===== src/rtl/mem_responder_if.sv =====
// CPU-side load/store handshake bundle shared by the requester and mem_responder.
interface mem_responder_if #(
    parameter int ADDR_W = 32
);
    logic              req_valid;
    logic              req_ready;
    logic              req_write;
    logic [1:0]        req_size;
    logic [ADDR_W-1:0] req_addr;
    logic [31:0]       req_wdata;
    logic              resp_valid;
    logic              resp_err;
    logic [31:0]       resp_rdata;

    modport master (
        output req_valid, req_write, req_size, req_addr, req_wdata,
        input  req_ready, resp_valid, resp_err, resp_rdata
    );

    modport slave (
        input  req_valid, req_write, req_size, req_addr, req_wdata,
        output req_ready, resp_valid, resp_err, resp_rdata
    );
endinterface


===== src/rtl/mem_responder.sv =====
// Memory-side responder: serves one load/store at a time against a word-wide
// synchronous RAM, doing read-modify-write for sub-word stores and returning
// zero-extended lane data for loads. Misaligned or illegal requests are answered
// with an error and never reach the RAM.
module mem_responder #(
    parameter int ADDR_W  = 32,
    parameter int MEM_LAT = 1
) (
    input  logic              clk,
    input  logic              reset,
    mem_responder_if.slave    bus,
    output logic [ADDR_W-3:0] mem_addr,
    output logic              mem_we,
    output logic [31:0]       mem_wdata,
    input  logic [31:0]       mem_rdata
);

    typedef enum logic [1:0] {
        IDLE    = 2'd0,
        RD_WAIT = 2'd1,
        WR      = 2'd2,
        RESP    = 2'd3
    } state_t;

    localparam logic [1:0] SIZE_WORD = 2'd0;
    localparam logic [1:0] SIZE_HALF = 2'd1;
    localparam logic [1:0] SIZE_BYTE = 2'd2;
    // Final RD_WAIT cycle: the RAM has seen a stable address for MEM_LAT cycles.
    localparam logic [2:0] LAST_CNT  = 3'(MEM_LAT - 1);

    // Word accesses need addr[1:0]==0, halfwords addr[0]==0; size 3 is never legal.
    function automatic logic is_misaligned(input logic [1:0] size, input logic [1:0] off);
        logic bad;
        case (size)
            SIZE_WORD: bad = (off != 2'd0);
            SIZE_HALF: bad = off[0];
            SIZE_BYTE: bad = 1'b0;
            default:   bad = 1'b1;
        endcase
        return bad;
    endfunction

    // Pull the addressed little-endian lane down to bit 0, upper bits zero.
    function automatic logic [31:0] lane_extract(input logic [31:0] word,
                                                 input logic [1:0]  size,
                                                 input logic [1:0]  off);
        logic [31:0] res;
        case (size)
            SIZE_WORD: res = word;
            SIZE_HALF: res = off[1] ? {16'h0000, word[31:16]} : {16'h0000, word[15:0]};
            SIZE_BYTE: begin
                case (off)
                    2'd0:    res = {24'h000000, word[7:0]};
                    2'd1:    res = {24'h000000, word[15:8]};
                    2'd2:    res = {24'h000000, word[23:16]};
                    2'd3:    res = {24'h000000, word[31:24]};
                    default: res = 32'h0000_0000;
                endcase
            end
            default:   res = 32'h0000_0000;
        endcase
        return res;
    endfunction

    // Replace only the addressed lane(s) of the old word with the store data.
    function automatic logic [31:0] lane_merge(input logic [31:0] word,
                                               input logic [15:0] data,
                                               input logic [1:0]  size,
                                               input logic [1:0]  off);
        logic [31:0] res;
        case (size)
            SIZE_HALF: res = off[1] ? {data, word[15:0]} : {word[31:16], data};
            SIZE_BYTE: begin
                case (off)
                    2'd0:    res = {word[31:8], data[7:0]};
                    2'd1:    res = {word[31:16], data[7:0], word[7:0]};
                    2'd2:    res = {word[31:24], data[7:0], word[15:0]};
                    2'd3:    res = {data[7:0], word[23:0]};
                    default: res = word;
                endcase
            end
            default:   res = word;
        endcase
        return res;
    endfunction

    state_t            state_r, state_nxt_s;
    logic [1:0]        off_r, off_nxt_s;
    logic [1:0]        size_r, size_nxt_s;
    logic              write_r, write_nxt_s;
    logic [15:0]       wdata_r, wdata_nxt_s;
    logic [2:0]        cnt_r, cnt_nxt_s;
    logic [ADDR_W-3:0] mem_addr_r, mem_addr_nxt_s;
    logic              mem_we_r, mem_we_nxt_s;
    logic [31:0]       mem_wdata_r, mem_wdata_nxt_s;
    logic              resp_valid_r, resp_valid_nxt_s;
    logic              resp_err_r, resp_err_nxt_s;
    logic [31:0]       resp_rdata_r, resp_rdata_nxt_s;
    logic              req_bad_s;
    logic              last_s;

    assign req_bad_s = is_misaligned(bus.req_size, bus.req_addr[1:0]);
    assign last_s    = (cnt_r == LAST_CNT);

    // State register.
    always_ff @(posedge clk) begin
        if (reset) begin
            state_r <= IDLE;
        end else begin
            state_r <= state_nxt_s;
        end
    end

    // Next-state decode.
    always_comb begin
        state_nxt_s = state_r;
        case (state_r)
            IDLE: begin
                if (bus.req_valid) begin
                    if (req_bad_s) begin
                        state_nxt_s = RESP;
                    end else if (!bus.req_write || (bus.req_size != SIZE_WORD)) begin
                        state_nxt_s = RD_WAIT;
                    end else begin
                        state_nxt_s = WR;
                    end
                end else begin
                    state_nxt_s = IDLE;
                end
            end
            RD_WAIT: begin
                if (last_s) begin
                    state_nxt_s = write_r ? WR : RESP;
                end else begin
                    state_nxt_s = RD_WAIT;
                end
            end
            WR:      state_nxt_s = RESP;
            RESP:    state_nxt_s = IDLE;
            default: state_nxt_s = IDLE;
        endcase
    end

    // Next values for the request latch, wait counter and registered outputs.
    always_comb begin
        off_nxt_s        = off_r;
        size_nxt_s       = size_r;
        write_nxt_s      = write_r;
        wdata_nxt_s      = wdata_r;
        cnt_nxt_s        = cnt_r;
        mem_addr_nxt_s   = mem_addr_r;
        mem_wdata_nxt_s  = mem_wdata_r;
        resp_rdata_nxt_s = resp_rdata_r;
        resp_err_nxt_s   = 1'b0;
        mem_we_nxt_s     = (state_nxt_s == WR);
        resp_valid_nxt_s = (state_nxt_s == RESP);
        case (state_r)
            IDLE: begin
                if (bus.req_valid) begin
                    off_nxt_s      = bus.req_addr[1:0];
                    size_nxt_s     = bus.req_size;
                    write_nxt_s    = bus.req_write;
                    wdata_nxt_s    = bus.req_wdata[15:0];
                    cnt_nxt_s      = 3'd0;
                    resp_err_nxt_s = req_bad_s;
                    // An erroring request leaves the RAM interface untouched.
                    if (!req_bad_s) begin
                        mem_addr_nxt_s = bus.req_addr[ADDR_W-1:2];
                    end else begin
                        mem_addr_nxt_s = mem_addr_r;
                    end
                    if (state_nxt_s == WR) begin
                        mem_wdata_nxt_s = bus.req_wdata;
                    end else begin
                        mem_wdata_nxt_s = mem_wdata_r;
                    end
                end else begin
                    cnt_nxt_s = cnt_r;
                end
            end
            RD_WAIT: begin
                cnt_nxt_s = cnt_r + 3'd1;
                if (last_s) begin
                    if (write_r) begin
                        mem_wdata_nxt_s = lane_merge(mem_rdata, wdata_r, size_r, off_r);
                    end else begin
                        resp_rdata_nxt_s = lane_extract(mem_rdata, size_r, off_r);
                    end
                end else begin
                    resp_rdata_nxt_s = resp_rdata_r;
                end
            end
            default: begin
                cnt_nxt_s = cnt_r;
            end
        endcase
    end

    // Request latch, wait counter and output registers.
    always_ff @(posedge clk) begin
        if (reset) begin
            off_r        <= 2'd0;
            size_r       <= 2'd0;
            write_r      <= 1'b0;
            wdata_r      <= 16'h0000;
            cnt_r        <= 3'd0;
            mem_addr_r   <= '0;
            mem_we_r     <= 1'b0;
            mem_wdata_r  <= 32'h0000_0000;
            resp_valid_r <= 1'b0;
            resp_err_r   <= 1'b0;
            resp_rdata_r <= 32'h0000_0000;
        end else begin
            off_r        <= off_nxt_s;
            size_r       <= size_nxt_s;
            write_r      <= write_nxt_s;
            wdata_r      <= wdata_nxt_s;
            cnt_r        <= cnt_nxt_s;
            mem_addr_r   <= mem_addr_nxt_s;
            mem_we_r     <= mem_we_nxt_s;
            mem_wdata_r  <= mem_wdata_nxt_s;
            resp_valid_r <= resp_valid_nxt_s;
            resp_err_r   <= resp_err_nxt_s;
            resp_rdata_r <= resp_rdata_nxt_s;
        end
    end

    // Reset kills a write or response already sitting in the output registers.
    assign bus.req_ready  = (state_r == IDLE) & ~reset;
    assign bus.resp_valid = resp_valid_r & ~reset;
    assign bus.resp_err   = resp_err_r & ~reset;
    assign bus.resp_rdata = resp_rdata_r;
    assign mem_addr       = mem_addr_r;
    assign mem_we         = mem_we_r & ~reset;
    assign mem_wdata      = mem_wdata_r;

endmodule


===== src/flat_wrapper.sv =====
// flat-port wrapper written by rule: the top's interface ports become plain ports
module mem_responder_flat 
#(
    parameter int ADDR_W  = 32,
    parameter int MEM_LAT = 1
)
  (clk, reset, mem_addr, mem_we, mem_wdata, mem_rdata, bus_req_valid, bus_req_write, bus_req_size, bus_req_addr, bus_req_wdata, bus_req_ready, bus_resp_valid, bus_resp_err, bus_resp_rdata);
  mem_responder_if #(.ADDR_W(ADDR_W)) bus_i ();
  input  logic clk;
  input  logic reset;
  output logic [ADDR_W-3:0] mem_addr;
  output logic mem_we;
  output logic [31:0] mem_wdata;
  input  logic [31:0] mem_rdata;
  input wire logic [$bits(bus_i.req_valid)-1:0] bus_req_valid;
  input wire logic [$bits(bus_i.req_write)-1:0] bus_req_write;
  input wire logic [$bits(bus_i.req_size)-1:0] bus_req_size;
  input wire logic [$bits(bus_i.req_addr)-1:0] bus_req_addr;
  input wire logic [$bits(bus_i.req_wdata)-1:0] bus_req_wdata;
  output wire logic [$bits(bus_i.req_ready)-1:0] bus_req_ready;
  output wire logic [$bits(bus_i.resp_valid)-1:0] bus_resp_valid;
  output wire logic [$bits(bus_i.resp_err)-1:0] bus_resp_err;
  output wire logic [$bits(bus_i.resp_rdata)-1:0] bus_resp_rdata;
  assign bus_i.req_valid = bus_req_valid;
  assign bus_i.req_write = bus_req_write;
  assign bus_i.req_size = bus_req_size;
  assign bus_i.req_addr = bus_req_addr;
  assign bus_i.req_wdata = bus_req_wdata;
  assign bus_req_ready = bus_i.req_ready;
  assign bus_resp_valid = bus_i.resp_valid;
  assign bus_resp_err = bus_i.resp_err;
  assign bus_resp_rdata = bus_i.resp_rdata;
  mem_responder #(.ADDR_W(ADDR_W), .MEM_LAT(MEM_LAT)) u_core (.clk(clk), .reset(reset), .bus(bus_i), .mem_addr(mem_addr), .mem_we(mem_we), .mem_wdata(mem_wdata), .mem_rdata(mem_rdata));
endmodule

===== config.mk =====
export PLATFORM = sky130hd
export DESIGN_NAME = mem_responder_flat
export DESIGN_NICKNAME = d
export VERILOG_FILES = /design/src/rtl/mem_responder_if.sv /design/src/rtl/mem_responder.sv /design/src/flat_wrapper.sv
export SDC_FILE = /design/constraint.sdc
export NUM_CORES = 1
export LEC_CHECK = 0
export BUFFER_PORTS_ARGS = -buffer_cell sky130_fd_sc_hd__buf_2
export CORE_MARGIN = 8
export CORE_UTILIZATION = 46
export DETAILED_ROUTE_END_ITERATION = 6
export GPL_ROUTABILITY_DRIVEN = 0
export PLACE_DENSITY = 0.84
export SKIP_LAST_GASP = 1
export SLEW_MARGIN = 20
export SYNTH_ARGS = -nofsm -noshare
export SYNTH_HDL_FRONTEND = slang
export SYNTH_SLANG_ARGS = --single-unit

===== constraint.sdc =====
create_clock -name clk -period 1.9 [get_ports clk]
set_clock_uncertainty 0.05 [all_clocks]
set_input_delay 0.57 -clock clk [delete_from_list [all_inputs] [get_ports clk]]
set_output_delay 0.57 -clock clk [all_outputs]
set_load 0.005 [all_outputs]

==> metrics.json, run 1 <==
{
  "logic_synthesis": {
    "synth.ff_latch_count": 123,
    "synth_enable_flop_cells": 0,
    "synth_sequential_area_ratio_pct": 41.3,
    "mappedNetlistArea_um2": 5960,
    "synth_cells": 681,
    "count_of_cell_types_in_the_netlist": 45,
    "postSynth.asyncResetShare_pct": 0,
    "postSynthAreaPerCell_um2": 8.76,
    "synth.yosys.warnings": 0,
    "syn-num-nets": 789,
    "ys_dominant_reg_cell": "sky130_fd_sc_hd__dfxtp_1"
  },
  "timing": {
    "fmax_ghz": 0.507,
    "timing.final.max_slew_violations": 0,
    "timing.hold.ws_ns": 0.357,
    "setup_ws_ns": -0.0719,
    "grt_setup_unrepaired": "true",
    "hold_viol": 0,
    "worst-slew-pin-transition_ns": 0.786,
    "max_slew_margin_pct": 47.5,
    "setup_viol": 11,
    "tns_ns": -0.184,
    "period_needed_ns": 1.97,
    "finalCritPeriodShare_pct": 104
  },
  "floorplan": {
    "floorplan.rows": 41,
    "dieWidth_um": 130,
    "floorplan.io_pins": 200,
    "start_util_pct": 47.3,
    "die_extent_in_y_um": 130,
    "fp.dieArea_um2": 16900,
    "core_region_area_um2": 12600
  },
  "routing": {
    "antenna_left": 0,
    "drt_pre_antenna_iters": 6,
    "viasPerCell": 5.74,
    "final_routed_wirelength_um": 20300,
    "drc": 0,
    "drt_iter0_markers": 460,
    "wl_per_cell_um": 18.9,
    "detailroute.via_count": 6155
  },
  "cts": {
    "cts_max_path_buffers": 2,
    "cts_hold_buffers": 0,
    "clkSlewWorstSetupHoldPaths_ns": 0.06,
    "clock_sinks": 123,
    "clock-root-buffer": "sky130_fd_sc_hd__clkbuf_16",
    "cts_buffers": 17,
    "tritoncts": "done",
    "clk_latency_ns": 0.42,
    "cts.htree.levels": 4
  },
  "power": {
    "switchingPower_mw": 2.11,
    "seq_power_share_pct": 38.3,
    "power_frac_comb_pct": 20.6,
    "part_of_the_total_power_dissipated_in_the_clock_network_pct": 41.1,
    "ir_drop_mv": 0.650,
    "power.leakage_nw": 3.49,
    "power.switching_fraction_pct": 28.1,
    "power_report.internal_total_mw": 5.40,
    "power.density_cell_area_nw_per_um2": 928
  },
  "final_layout": {
    "final_core_util_pct": 64.2,
    "final_net_count": 996,
    "area_delta_synth_final_pct": 35.8,
    "drive_above_1_share_pct": 35.3,
    "num_antenna_cells": 0,
    "finish.instance_area_um2": 8100
  },
  "outcome": {
    "outcome": "finished with violations",
    "violated_checks": "negative setup slack"
  },
  "setup_path": {
    "setup.worst_path.class": "reg -> reg",
    "worstSetupStartpoint": "u_core.size_r[1]",
    "critical_path_required_ns": 2.16,
    "crit_path_max_fanout": 8,
    "critical_path_arrival_ns": 2.23,
    "critical_path.reg2reg.startpoint": "u_core.size_r[1]",
    "end_kind": "flip-flop",
    "startpoint_type": "flip-flop"
  },
  "placed_design": {
    "hpwl_detailed_um": 14400,
    "postPlaceCellArea_um2": 7320,
    "count_of_buffers_from_port_buffering": 199,
    "post-place-ws_ns": -0.329
  },
  "min_path": {
    "hold_start": "bus_req_addr[23]",
    "hold_path.class": "in -> reg"
  },
  "global_routing": {
    "grt_max_degree": 61,
    "globalRoute.totalOverflow": 0,
    "number_of_global_route_vias_before_repair": 5997,
    "grt_use_total_pct": 23.2,
    "grt_first_pass_wirelength_um": 30600,
    "grt_antenna_before_repair": 3
  },
  "run": {
    "max_cap_violations": 0
  }
}
## logic make-up after synthesis
| logic type | synth area share (%) |
|---|---|
| AO/OA/AOI/OAI | 22.8 |
| AND/OR/NAND/NOR | 22.3 |
| multiplexers | 7.72 |
| adder cells (fa/ha/maj) | 1.26 |
| flip-flops | 41.3 |
| buffers and inverters | 4.64 |
## per-stage QoR
stage / std cells / power (mW)
floorplan: 681 / 3.76
global placement: 1037 / 4.32
detailed placement: 1037 / 4.35
CTS: 1069 / 7.46
global route: 1073 / 7.81
finish: 1073 / 7.51
## layout make-up
class                      instances  area (um2)
fill                            1078        4520
multi-input combinational        494        3410
sequential                       123        2470
timing repair buffer             246        1420
clock buffer                      25         505
tap                              172         215
clock inverter                     7        62.6
inverter                           6        22.5
## power by group through the flow
stage | registers (mW) | clock network [mW] | logic (mW)
after floorplan | 2.90 | 0 | 0.861
after global placement | 2.91 | 0 | 1.41
after detailed placement | 2.91 | 0 | 1.44
after CTS | 2.86 | 3.12 | 1.48
after global routing | 2.89 | 3.24 | 1.67
final | 2.87 | 3.09 | 1.55
## final timing paths
| path | cells after the start | to | slack [ns] |
|---|---|---|---|
| max | 7 | u_core.mem_wdata[22] | -0.07 |
| min | 3 | u_core.mem_addr[21] | 0.36 |
| max reg2reg | 7 | u_core.mem_wdata[22] | -0.07 |
| min reg2reg | 2 | u_core.bus.resp_rdata[19] | 0.40 |
## sequential cells by signal, indices dropped and copies added (netlist names)
signal,count
u_core.cnt_r,3
u_core.mem_we_r,1
u_core.off_r,2
u_core.mem_wdata,32
u_core.resp_err_r,1
u_core.bus.resp_rdata,32
u_core.write_r,1
u_core.resp_valid_r,1
u_core.wdata_r,16
u_core.size_r,2
u_core.state_r,2
u_core.mem_addr,30
## placed cells by master, fill, tap and decap left out, drive strengths merged, types with 2 or more instances in the layout
cell    count
a21oi      66
a221o      16
a221oi     24
a22o       16
a22oi       8
a31oi       3
a32o       16
and3b       2
buf       246
clkbuf     25
clkinv      5
dfxtp     123
ha          6
inv         6
mux2        8
mux2i      37
nand2      78
nand2b     90
nand3      17
nand3b      9
nor2       31
nor2b      10
nor3        3
nor3b       4
o211ai     16
o21ai      19
## critical path: stages (launching register included)
cell and delay, ns:
sky130_fd_sc_hd__dfxtp_2 0.35, sky130_fd_sc_hd__inv_2 0.06, sky130_fd_sc_hd__buf_6 0.12, sky130_fd_sc_hd__ha_4 0.17, sky130_fd_sc_hd__nor3b_4 0.33, sky130_fd_sc_hd__a31oi_4 0.12, sky130_fd_sc_hd__a221o_1 0.41, sky130_fd_sc_hd__a32o_1 0.26
## what timing repair did
item | CTS | global route
buffers inserted | 0 | 3
setup endpoints to repair | 33 | 72
gates resized for setup | 16 | 22
pin swaps | 7 | 20
gates cloned | 0 | 1
## routing by layer
layer	vias up	wire length [um]	track usage, %
li1	2872	-	-
met1	2865	7700	26.7
met2	335	9330	37.0
met3	77	2500	9.18
met4	6	748	11.4
met5	-	40	0
## Yosys cell counts (3+ instances only)
master / number / area share [%]
sky130_fd_sc_hd__o21ai_0: 11 / 0.92
sky130_fd_sc_hd__nor3b_1: 4 / 0.50
sky130_fd_sc_hd__a22oi_1: 8 / 1.0
sky130_fd_sc_hd__a221o_1: 16 / 2.7
sky130_fd_sc_hd__a22o_1: 16 / 2.3
sky130_fd_sc_hd__a32o_1: 16 / 2.7
sky130_fd_sc_hd__nor2b_1: 9 / 0.94
sky130_fd_sc_hd__clkbuf_1: 35 / 2.2
sky130_fd_sc_hd__mux2i_1: 37 / 6.2
sky130_fd_sc_hd__a21oi_1: 66 / 5.5
sky130_fd_sc_hd__ha_1: 6 / 1.3
sky130_fd_sc_hd__nand3b_1: 9 / 1.1
sky130_fd_sc_hd__nand2_1: 78 / 4.9
sky130_fd_sc_hd__buf_2: 20 / 1.7
sky130_fd_sc_hd__o211ai_1: 16 / 2.0
sky130_fd_sc_hd__a31oi_1: 3 / 0.31
sky130_fd_sc_hd__nand3_1: 17 / 1.4
sky130_fd_sc_hd__nor2_1: 30 / 1.9
sky130_fd_sc_hd__dfxtp_1: 123 / 41
sky130_fd_sc_hd__mux2_2: 8 / 1.5
sky130_fd_sc_hd__inv_1: 6 / 0.38
sky130_fd_sc_hd__nand2b_1: 90 / 9.4
sky130_fd_sc_hd__o21ai_1: 8 / 0.67
sky130_fd_sc_hd__a221oi_1: 24 / 3.5
No activity file was read; power rests on OpenSTA's default activity.
==> run 2: changes to the inputs <==
- SKIP_CTS_REPAIR_TIMING: unset -> 1
==> run 2 against run 1 <==
The run still ends with negative setup slack left. Count of clock-buffer cells in the layout is the same. Cell count did not move. Combinational power about the same. Non-clock buffer count shrank 1. Sequential power hardly changed. Sequential share of layout area increased by 0.18 points. First-iteration DRC count is 22% higher. Wire length fell by 1.2%. Critical path type unchanged. Largest cell class unchanged. Largest power group unchanged.
==> metrics.json, run 2 (same netlist as run 1, synthesis figures left out) <==
{
  "setup_path": {
    "cp_top_family": {"value": "compound AO/OA/AOI/OAI gates", "change": "unchanged"},
    "worst_path_largest_cell_delay": {"value": 0.38, "unit": "ns", "change": "was 0.41 ns"},
    "crit_path_max_fanout": {"value": 8, "change": "unchanged"},
    "timing.critical_path.buf_inv": {"value": 2, "change": "unchanged"},
    "critical_path.reg2reg.startpoint": {"value": "u_core.size_r[1]", "change": "unchanged"},
    "critical_path_required": {"value": 2.16, "unit": "ns", "change": "about the same"},
    "startpoint_type": {"value": "flip-flop", "change": "unchanged"},
    "worstSetupStartpoint": {"value": "u_core.size_r[1]", "change": "unchanged"},
    "end_kind": {"value": "flip-flop", "change": "unchanged"},
    "setup.worst_path.class": {"value": "reg -> reg", "change": "unchanged"},
    "critical_path_arrival": {"value": 2.18, "unit": "ns", "change": "was 2.23 ns"},
    "rrSetupSlack": {"value": -0.02, "unit": "ns", "change": "was -0.07 ns"},
    "critical_path.slowest_cell": {"value": "sky130_fd_sc_hd__a221o_1", "change": "unchanged"},
    "crit_path_cell_trace": {"value": "inv_2 -> buf_4 -> ha_4 -> nor3b_4 -> a31oi_4 -> a221o_1 -> a32o_1", "change": "was inv_2 -> buf_6 -> ha_4 -> nor3b_4 -> a31oi_4 -> a221o_1 -> a32o_1"}
  },
  "power": {
    "power_frac_comb": {"value": 20.3, "unit": "%", "change": "was 20.6%"},
    "part_of_the_total_power_dissipated_in_the_clock_network": {"value": 41.2, "unit": "%", "change": "was 41.1%"},
    "power_report.internal_total": {"value": 5.39, "unit": "mW", "change": "was 5.40 mW"},
    "switchingPower": {"value": 2.09, "unit": "mW", "change": "was 2.11 mW"},
    "ir_drop": {"value": 0.646, "unit": "mV", "change": "was 0.650 mV"},
    "seq_power_share": {"value": 38.4, "unit": "%", "change": "was 38.3%"},
    "power": {"value": 7.48, "unit": "mW", "change": "was 7.51 mW"},
    "power.switching_fraction": {"value": 27.9, "unit": "%", "change": "was 28.1%"},
    "power.leakage": {"value": 3.47, "unit": "nW", "change": "was 3.49 nW"},
    "power.density_cell_area": {"value": 929, "unit": "nW/um2", "change": "was 928 nW/um2"}
  },
  "placed_design": {
    "postPlaceCellArea": {"value": 7320, "unit": "um2", "change": "unchanged"},
    "post-place-ws": {"value": -0.329, "unit": "ns", "change": "unchanged"},
    "dpl.cell_count": {"value": 1037, "change": "unchanged"},
    "hpwl_detailed": {"value": 14400, "unit": "um", "change": "unchanged"},
    "count_of_buffers_from_port_buffering": {"value": 199, "change": "unchanged"}
  },
  "routing": {
    "final_routed_wirelength": {"value": 20100, "unit": "um", "change": "was 20300 um"},
    "drt_iter0_markers": {"value": 561, "change": "was 460"},
    "viasPerCell": {"value": 5.65, "change": "was 5.74"},
    "drc": {"value": 0, "change": "unchanged"},
    "antenna_left": {"value": 0, "change": "unchanged"},
    "detailroute.via_count": {"value": 6064, "change": "was 6155"},
    "drt_pre_antenna_iters": {"value": 5, "change": "was 6"},
    "wl_per_cell": {"value": 18.7, "unit": "um", "change": "was 18.9 um"}
  },
  "outcome": {
    "violated_checks": {"value": "negative setup slack", "change": "unchanged"},
    "outcome": {"value": "finished with violations", "change": "unchanged"}
  },
  "cts": {
    "clk_latency": {"value": 0.42, "unit": "ns", "change": "about the same"},
    "clkSlewWorstSetupHoldPaths": {"value": 0.06, "unit": "ns", "change": "about the same"},
    "clock-root-buffer": {"value": "sky130_fd_sc_hd__clkbuf_16", "change": "unchanged"},
    "tritoncts": {"value": "done", "change": "unchanged"},
    "clock_sinks": {"value": 123, "change": "unchanged"},
    "cts_max_path_buffers": {"value": 2, "change": "unchanged"},
    "cts_buffers": {"value": 17, "change": "unchanged"},
    "cts.htree.levels": {"value": 4, "change": "unchanged"}
  },
  "final_layout": {
    "finish.instance_area": {"value": 8050, "unit": "um2", "change": "was 8100 um2"},
    "final_net_count": {"value": 995, "change": "was 996"},
    "area_delta_synth_final": {"value": 34.9, "unit": "%", "change": "was 35.8%"},
    "layout_commonest_cell": {"value": "sky130_fd_sc_hd__buf_2", "change": "unchanged"},
    "most-common-layout-cells": {"value": "sky130_fd_sc_hd__buf_2, sky130_fd_sc_hd__dfxtp_1, sky130_fd_sc_hd__nand2b_1, sky130_fd_sc_hd__nand2_1, sky130_fd_sc_hd__a21oi_1", "change": "unchanged"},
    "final_core_util": {"value": 63.8, "unit": "%", "change": "was 64.2%"},
    "num-fill-cells": {"value": 1092, "change": "was 1078"},
    "final_cells": {"value": 1073, "change": "unchanged"},
    "drive_above_1_share": {"value": 34.3, "unit": "%", "change": "was 35.3%"}
  },
  "global_routing": {
    "number_of_global_route_vias_before_repair": {"value": 5984, "change": "was 5997"},
    "grt_first_pass_wirelength": {"value": 30300, "unit": "um", "change": "was 30600 um"},
    "grt_use_total": {"value": 23.0, "unit": "%", "change": "was 23.2%"},
    "grt_antenna_before_repair": {"value": 3, "change": "unchanged"},
    "grt_max_degree": {"value": 61, "change": "unchanged"},
    "globalRoute.totalOverflow": {"value": 0, "change": "unchanged"}
  },
  "min_path": {
    "hold_start": {"value": "bus_req_wdata[0]", "change": "was bus_req_addr[23]"},
    "hold_path.class": {"value": "in -> reg", "change": "unchanged"}
  },
  "timing": {
    "setup_viol": {"value": 3, "change": "was 11"},
    "period_needed": {"value": 1.92, "unit": "ns", "change": "was 1.97 ns"},
    "hold_viol": {"value": 0, "change": "unchanged"},
    "fmax": {"value": 0.520, "unit": "GHz", "change": "was 0.507 GHz"},
    "max_slew_margin": {"value": 50.3, "unit": "%", "change": "was 47.5%"},
    "finalCritPeriodShare": {"value": 101, "unit": "%", "change": "was 104%"},
    "grt_setup_unrepaired": {"value": "true", "change": "unchanged"},
    "setup_ws": {"value": -0.0249, "unit": "ns", "change": "was -0.0719 ns"},
    "worst-slew-pin-transition": {"value": 0.743, "unit": "ns", "change": "was 0.786 ns"},
    "timing.final.max_slew_violations": {"value": 0, "change": "unchanged"}
  },
  "floorplan": {
    "core_region_area": {"value": 12600, "unit": "um2", "change": "unchanged"},
    "dieWidth": {"value": 130, "unit": "um", "change": "unchanged"},
    "start_util": {"value": 47.3, "unit": "%", "change": "unchanged"},
    "fp.dieArea": {"value": 16900, "unit": "um2", "change": "unchanged"},
    "floorplan.io_pins": {"value": 200, "change": "unchanged"},
    "floorplan.rows": {"value": 41, "change": "unchanged"},
    "die_extent_in_y": {"value": 130, "unit": "um", "change": "unchanged"}
  },
  "run": {
    "max_cap_violations": {"value": 0, "change": "unchanged"}
  }
}
==> run 2: changes by cell type in the layout (fill, tap and decap cells not counted), sizes merged <==
cell / before / now
buf: 246 / 245
diode: 0 / 1
==> run 2: worst paths after layout <==
path,to,depth (start not counted)
worst max-delay path,u_core.mem_wdata[23],7
worst min-delay path,u_core.wdata_r[0],3
worst max register to register,u_core.mem_wdata[23],7
worst min register to register,u_core.bus.resp_rdata[21],2
==> run 2: power groups by stage <==
stage	Combinational, mW	Clock (mW)	Sequential (mW)
6_report	1.52	3.08	2.87
5_1_grt	1.65	3.24	2.89
4_1_cts	1.45	3.12	2.86
3_5_place_dp	1.44	0	2.91
3_3_place_gp	1.41	0	2.91
2_1_floorplan	0.861	0	2.90
==> run 2: metrics by stage <==
step | hold WS, ns | setup TNS (ns)
after floorplan | 0.398 | 0
after global placement | 0.385 | -10.56
after detailed placement | 0.391 | -12.79
after CTS | 0.345 | -4.85
after global routing | 0.355 | -1.10
final | 0.355 | -0.0496
==> run 2: cell type report <==
| class | count | area, um2 | area share (%) |
|---|---|---|---|
| tap | 172 | 215 | 2.67 |
| timing repair buffer | 245 | 1400 | 17.4 |
| sequential | 123 | 2470 | 30.6 |
| clock inverter | 7 | 62.6 | 0.777 |
| antenna | 1 | 2.50 | 0.0311 |
| clock buffer | 25 | 505 | 6.28 |
| multi-input combinational | 494 | 3370 | 41.9 |
| inverter | 6 | 22.5 | 0.280 |
==> run 2: tightest hold or removal path, cell delays in order <==
cell,delay (ns)
sky130_fd_sc_hd__buf_2,0.11
sky130_fd_sc_hd__nand2_1,0.05
sky130_fd_sc_hd__a21oi_1,0.05
==> run 2: layer usage <==
metal / share of wire (%) / track usage, % / routed length (um)
met5: 0.20 / 0 / 40
met4: 3.4 / 11.5 / 681
met3: 13 / 9.10 / 2580
met2: 46 / 36.5 / 9220
met1: 38 / 26.3 / 7540
